### src/rtl/dot4_seq.sv
// Sequential four-element single-precision dot product. Drives one shared
// multiplier and one shared adder over stb/ack channels, one operation at a time.
module dot4_seq (
  input  logic        clk,
  input  logic        rst,
  input  logic        in_stb,
  output logic        in_ack,
  input  logic [31:0] a0,
  input  logic [31:0] a1,
  input  logic [31:0] a2,
  input  logic [31:0] a3,
  input  logic [31:0] b0,
  input  logic [31:0] b1,
  input  logic [31:0] b2,
  input  logic [31:0] b3,
  output logic [31:0] mul_a,
  output logic [31:0] mul_b,
  output logic        mul_a_stb,
  output logic        mul_b_stb,
  input  logic        mul_a_ack,
  input  logic        mul_b_ack,
  input  logic [31:0] mul_z,
  input  logic        mul_z_stb,
  output logic        mul_z_ack,
  output logic [31:0] add_a,
  output logic [31:0] add_b,
  output logic        add_a_stb,
  output logic        add_b_stb,
  input  logic        add_a_ack,
  input  logic        add_b_ack,
  input  logic [31:0] add_z,
  input  logic        add_z_stb,
  output logic        add_z_ack,
  output logic [31:0] ans,
  output logic        ans_stb,
  input  logic        ans_ack,
  output logic        busy
);

  typedef enum logic [2:0] {
    S_IDLE,
    S_MUL_SEND,
    S_MUL_WAIT,
    S_ADD_SEND,
    S_ADD_WAIT,
    S_OUT
  } state_t;

  state_t      r_state;
  logic [1:0]  r_idx;
  logic [31:0] r_a [4];
  logic [31:0] r_b [4];
  logic [31:0] r_acc;
  logic [31:0] r_prod;
  logic [31:0] r_ans;
  logic        r_mul_a_sent;
  logic        r_mul_b_sent;
  logic        r_add_a_sent;
  logic        r_add_b_sent;

  logic        w_mul_a_done;
  logic        w_mul_b_done;
  logic        w_add_a_done;
  logic        w_add_b_done;

  // Every output is a decode of registered state, so no input reaches an output
  // combinationally; strobes fall as soon as their own sent flag is set.
  assign in_ack    = (r_state == S_IDLE);
  assign busy      = (r_state != S_IDLE);
  assign mul_a     = r_a[r_idx];
  assign mul_b     = r_b[r_idx];
  assign mul_a_stb = (r_state == S_MUL_SEND) && !r_mul_a_sent;
  assign mul_b_stb = (r_state == S_MUL_SEND) && !r_mul_b_sent;
  assign mul_z_ack = (r_state == S_MUL_WAIT);
  assign add_a     = r_acc;
  assign add_b     = r_prod;
  assign add_a_stb = (r_state == S_ADD_SEND) && !r_add_a_sent;
  assign add_b_stb = (r_state == S_ADD_SEND) && !r_add_b_sent;
  assign add_z_ack = (r_state == S_ADD_WAIT);
  assign ans       = r_ans;
  assign ans_stb   = (r_state == S_OUT);

  assign w_mul_a_done = r_mul_a_sent || (mul_a_stb && mul_a_ack);
  assign w_mul_b_done = r_mul_b_sent || (mul_b_stb && mul_b_ack);
  assign w_add_a_done = r_add_a_sent || (add_a_stb && add_a_ack);
  assign w_add_b_done = r_add_b_sent || (add_b_stb && add_b_ack);

  always_ff @(posedge clk or negedge rst) begin
    if (!rst) begin
      r_state      <= S_IDLE;
      r_idx        <= 2'd0;
      r_acc        <= 32'd0;
      r_prod       <= 32'd0;
      r_ans        <= 32'd0;
      r_mul_a_sent <= 1'b0;
      r_mul_b_sent <= 1'b0;
      r_add_a_sent <= 1'b0;
      r_add_b_sent <= 1'b0;
      for (int i = 0; i < 4; i++) begin
        r_a[i] <= 32'd0;
        r_b[i] <= 32'd0;
      end
    end else begin
      case (r_state)
        S_IDLE: begin
          if (in_stb) begin
            r_a[0]  <= a0;
            r_a[1]  <= a1;
            r_a[2]  <= a2;
            r_a[3]  <= a3;
            r_b[0]  <= b0;
            r_b[1]  <= b1;
            r_b[2]  <= b2;
            r_b[3]  <= b3;
            r_idx   <= 2'd0;
            r_state <= S_MUL_SEND;
          end
        end
        S_MUL_SEND: begin
          if (w_mul_a_done && w_mul_b_done) begin
            r_mul_a_sent <= 1'b0;
            r_mul_b_sent <= 1'b0;
            r_state      <= S_MUL_WAIT;
          end else begin
            r_mul_a_sent <= w_mul_a_done;
            r_mul_b_sent <= w_mul_b_done;
          end
        end
        S_MUL_WAIT: begin
          if (mul_z_stb) begin
            // The first product seeds the accumulator directly so -0 survives.
            if (r_idx == 2'd0) begin
              r_acc   <= mul_z;
              r_idx   <= 2'd1;
              r_state <= S_MUL_SEND;
            end else begin
              r_prod  <= mul_z;
              r_state <= S_ADD_SEND;
            end
          end
        end
        S_ADD_SEND: begin
          if (w_add_a_done && w_add_b_done) begin
            r_add_a_sent <= 1'b0;
            r_add_b_sent <= 1'b0;
            r_state      <= S_ADD_WAIT;
          end else begin
            r_add_a_sent <= w_add_a_done;
            r_add_b_sent <= w_add_b_done;
          end
        end
        S_ADD_WAIT: begin
          if (add_z_stb) begin
            r_acc <= add_z;
            if (r_idx == 2'd3) begin
              r_ans   <= add_z;
              r_state <= S_OUT;
            end else begin
              r_idx   <= r_idx + 2'd1;
              r_state <= S_MUL_SEND;
            end
          end
        end
        S_OUT: begin
          if (ans_ack) begin
            r_state <= S_IDLE;
          end
        end
        default: r_state <= S_IDLE;
      endcase
    end
  end

endmodule
### config.mk
export PLATFORM = sky130hd
export DESIGN_NAME = dot4_seq
export DESIGN_NICKNAME = d
export VERILOG_FILES = /design/src/rtl/dot4_seq.sv
export SDC_FILE = /design/constraint.sdc
export NUM_CORES = 1
export LEC_CHECK = 0
export BUFFER_PORTS_ARGS = -buffer_cell sky130_fd_sc_hd__buf_2
export CAP_MARGIN = 20
export CORE_UTILIZATION = 27
export CTS_CLUSTER_DIAMETER = 200
export DETAILED_ROUTE_END_ITERATION = 8
export SETUP_SLACK_MARGIN = 0.5
export SLEW_MARGIN = 15
export SYNTH_ARGS = -nofsm -noshare
export SYNTH_HDL_FRONTEND = slang
export SYNTH_SLANG_ARGS = --single-unit
### constraint.sdc
create_clock -name clk -period 2.6 [get_ports clk]
set_clock_uncertainty 0.2 [all_clocks]
set_input_delay 0.39 -clock clk [delete_from_list [all_inputs] [get_ports clk]]
set_output_delay 0.39 -clock clk [all_outputs]
set_load 0.1 [all_outputs]
==> flow_summary.yaml <==
run_status:
  status: "finished, violations left"
  violations: "negative setup slack"
finish:
  layout.nets: 2265
  syn2layout_area_growth_pct: 77.05
  instances_no_fill: 2730
  final_util: 0.4832
  fillers: 4817
  multi_input_area_sq_um: 7199
  final-seq-area_sq_um: 9042
  drive_gt1_frac: 0.5604
synthesis:
  synth_area_sq_um: 15750
  synth-edff-count: 0
  ys_ff_latch: 361
  synth_top_flop_cell: "dfrtp_1"
  syn_nets: 1299
  yosys.area.top_type: "dfrtp_1"
  synth-async-reset-ratio: 1.000
  yosys-top-cells-area: "dfrtp_1 (57%), mux2_1 (19%), mux4_2 (9.2%)"
  synth_top_area_share: 0.5737
  synth_warnings: 0
  ys_types: 41
  ys_seq_area_frac: 0.5737
  syn_inst: 967
  syn_avg_cell_area_sq_um: 16.28
pwr:
  power_density_nw_per_um2: 1518
  vdd.ir_drop.worst_uv: 1341
  p_leak_nw: 12.82
grt:
  antenna_found_initial: 3
  grt_pass1_wl_microns: 86440
  grt_max_degree: 87
  grt_pass1_vias: 14470
  grt-ovfl-total: 0
  grt_usage: 0.1916
routing:
  drtAntennaViolNets: 0
  post-route-drc-count: 0
  wl_per_cell_microns: 22.28
  vias: 12610
  dr.pass1.iters: 5
  drt-total-wl_microns: 60840
  drtIter0Drc: 438
  routed_via_density: 4.620
timing:
  rsz0062_at_grt: "true"
  finalCritPeriodShare: 1.042
  setup_slack_ns: -0.1101
  tightest_slew_ns: 0.5307
  setup-violations-final: 64
  slew-limit-headroom: 0.6486
  hold_viol: 0
  period_needed_ns: 2.710
  setup_tns_ns: -4.835
  hold_ws_ns: 0.1340
  max_freq_mhz: 369.0
  finalMaxSlewViolations: 0
floorplan:
  start_util: 0.2729
  die_w_microns: 243.5
  coreArea_sq_um: 57700
  die_h_microns: 243.5
  fp-row-count: 88
  ios: 499
  die_area_sq_um: 59280
clock_tree:
  clock_sinks: 361
  cts_buffers: 42
  cts_tree: "done"
  cts_max_path_buffers: 3
  clock_latency_ns: 0.56
  htreeDepth: 2
  clkTransAtPathRegs_ns: 0.06
  cts_root_buf: "clkbuf_16"
setup_path:
  critPathCaptureType: "output port"
  timing.critical_path.fanout_max: 6
  slowest_delay_ns: 0.55
  start_kind: "register"
  arrival_ns: 2.12
  worstPathRequired_ns: 2.01
  path_cells: "buf_6 > buf_12 > mux4_2 > buf_8"
  setup.worst_path.class: "register to output port"
  crit_slowest_cell: "mux4_2"
place:
  place.gp.congestion: 0.8258
  dp_hpwl_microns: 31570
  place_ws_ns: 0.2213
  placedCellCount: 2215
  portBuffers: 498
hold_path:
  hold_path.class: "input pin to asynchronous set/reset pin"
flow_run:
  drv_cap: 0
-- worst paths after layout --
| kind | from | to | slack, ns | cells after the start |
|---|---|---|---|---|
| worst min-delay path | rst | add_b[0] | 0.13 | 2 |
| min in group clk | in_stb | r_state[0] | 0.26 | 4 |
| worst max register to register | r_state[0] | r_b[32] | 0.21 | 10 |
| max in group asynchronous | rst | r_b[104] | 1.18 | 4 |
| worst min register to register | ans[26] | ans[26] | 0.29 | 1 |
| worst max-delay path | r_idx[0] | mul_b[8] | -0.11 | 4 |
-- state kept, by name, indices dropped and copies added (netlist names) --
signal / count
r_a: 128
add_a: 32
r_mul_b_sent: 1
r_add_b_sent: 1
r_add_a_sent: 1
r_b: 128
r_mul_a_sent: 1
r_idx: 2
add_b: 32
r_state: 3
ans: 32
-- report_power, final --
part | total [W] | internal [W] | switching, W
logic | 0.0261 | 0.0103 | 0.0158
registers | 0.0102 | 0.00840 | 0.00180
clock network | 0.00599 | 0.00356 | 0.00242
-- stage by stage --
step / area (sq um) / total power (W)
after floorplan: 15850 / 0.02528
after global placement: 19380 / 0.02872
after detailed placement: 19380 / 0.02904
after CTS: 26920 / 0.04068
after global routing: 27870 / 0.04374
final: 27880 / 0.04232
-- layer usage --
layer,GRT usage,wire [microns],part of all wire
met1,0.2264,24250,0.40
met2,0.3323,30610,0.50
met3,0.04285,3390,0.056
met4,0.08380,2566,0.042
met5,0,24,0.00039
-- layout make-up --
| type | instances | share of cell area |
|---|---|---|
| multi-input combinational | 539 | 0.2583 |
| clock inverter | 13 | 0.004488 |
| tap | 765 | 0.03434 |
| sequential | 361 | 0.3244 |
| timing repair buffer | 984 | 0.3317 |
| antenna | 2 | 0.0001795 |
| clock buffer | 61 | 0.04533 |
| inverter | 5 | 0.001347 |
-- cells in the mapped netlist, drive strengths merged (2+ instances only) --
library cell / instances
mux4: 64
mux2: 322
mux2i: 34
nor3: 2
nand2b: 2
clkbuf: 9
nand3b: 2
or3b: 2
o22a: 2
dfrtp: 361
buf: 53
a21oi: 40
or3: 3
ha: 2
nand2: 2
o21ai: 2
nor2: 49
inv: 5
-- worst max-delay path: cells and delay by family, from the launching register on --
kind / cells / cell delay [ns]
buffers and inverters: 3 / 0.49
flip-flops: 1 / 0.50
multiplexers: 1 / 0.55
-- what timing repair did --
action / CTS / global route
gates cloned: 31 / 16
hold buffers: 327 / 0
pin swaps: 4 / 8
endpoints found under the setup margin: 398 / 426
buffers inserted: 51 / 14
endpoints found under the hold margin: 534 / 0
resized for setup: 434 / 108
-- cells by family after synthesis --
| logic type | Yosys count | synth area share |
|---|---|---|
| compound gates | 49 | 0.01772 |
| fa+ha+maj | 2 | 0.001589 |
| buf+inv | 67 | 0.03560 |
| flops | 361 | 0.5737 |
| mux | 420 | 0.3506 |
| simple gates | 68 | 0.02074 |
-- cells in the final DEF (no fill, tap or decap), types with 6 or more instances in the layout --
master | synthesis | routed
buf_16 | 0 | 38
clkbuf_16 | 0 | 55
dlygate4sd3_1 | 0 | 327
a21oi_1 | 39 | 37
dfrtp_1 | 361 | 358
mux2_4 | 30 | 277
buf_2 | 19 | 424
buf_6 | 18 | 78
nor2_1 | 47 | 42
clkinv_2 | 0 | 8
mux4_2 | 64 | 64
buf_12 | 0 | 55
mux2i_1 | 34 | 34
clkbuf_1 | 9 | 6
nor2_4 | 1 | 7
buf_8 | 12 | 20
mux2_1 | 271 | 38
clkbuf_8 | 0 | 12
mux2_2 | 21 | 7
buf_4 | 4 | 30
(Power assumes the default switching activity.)
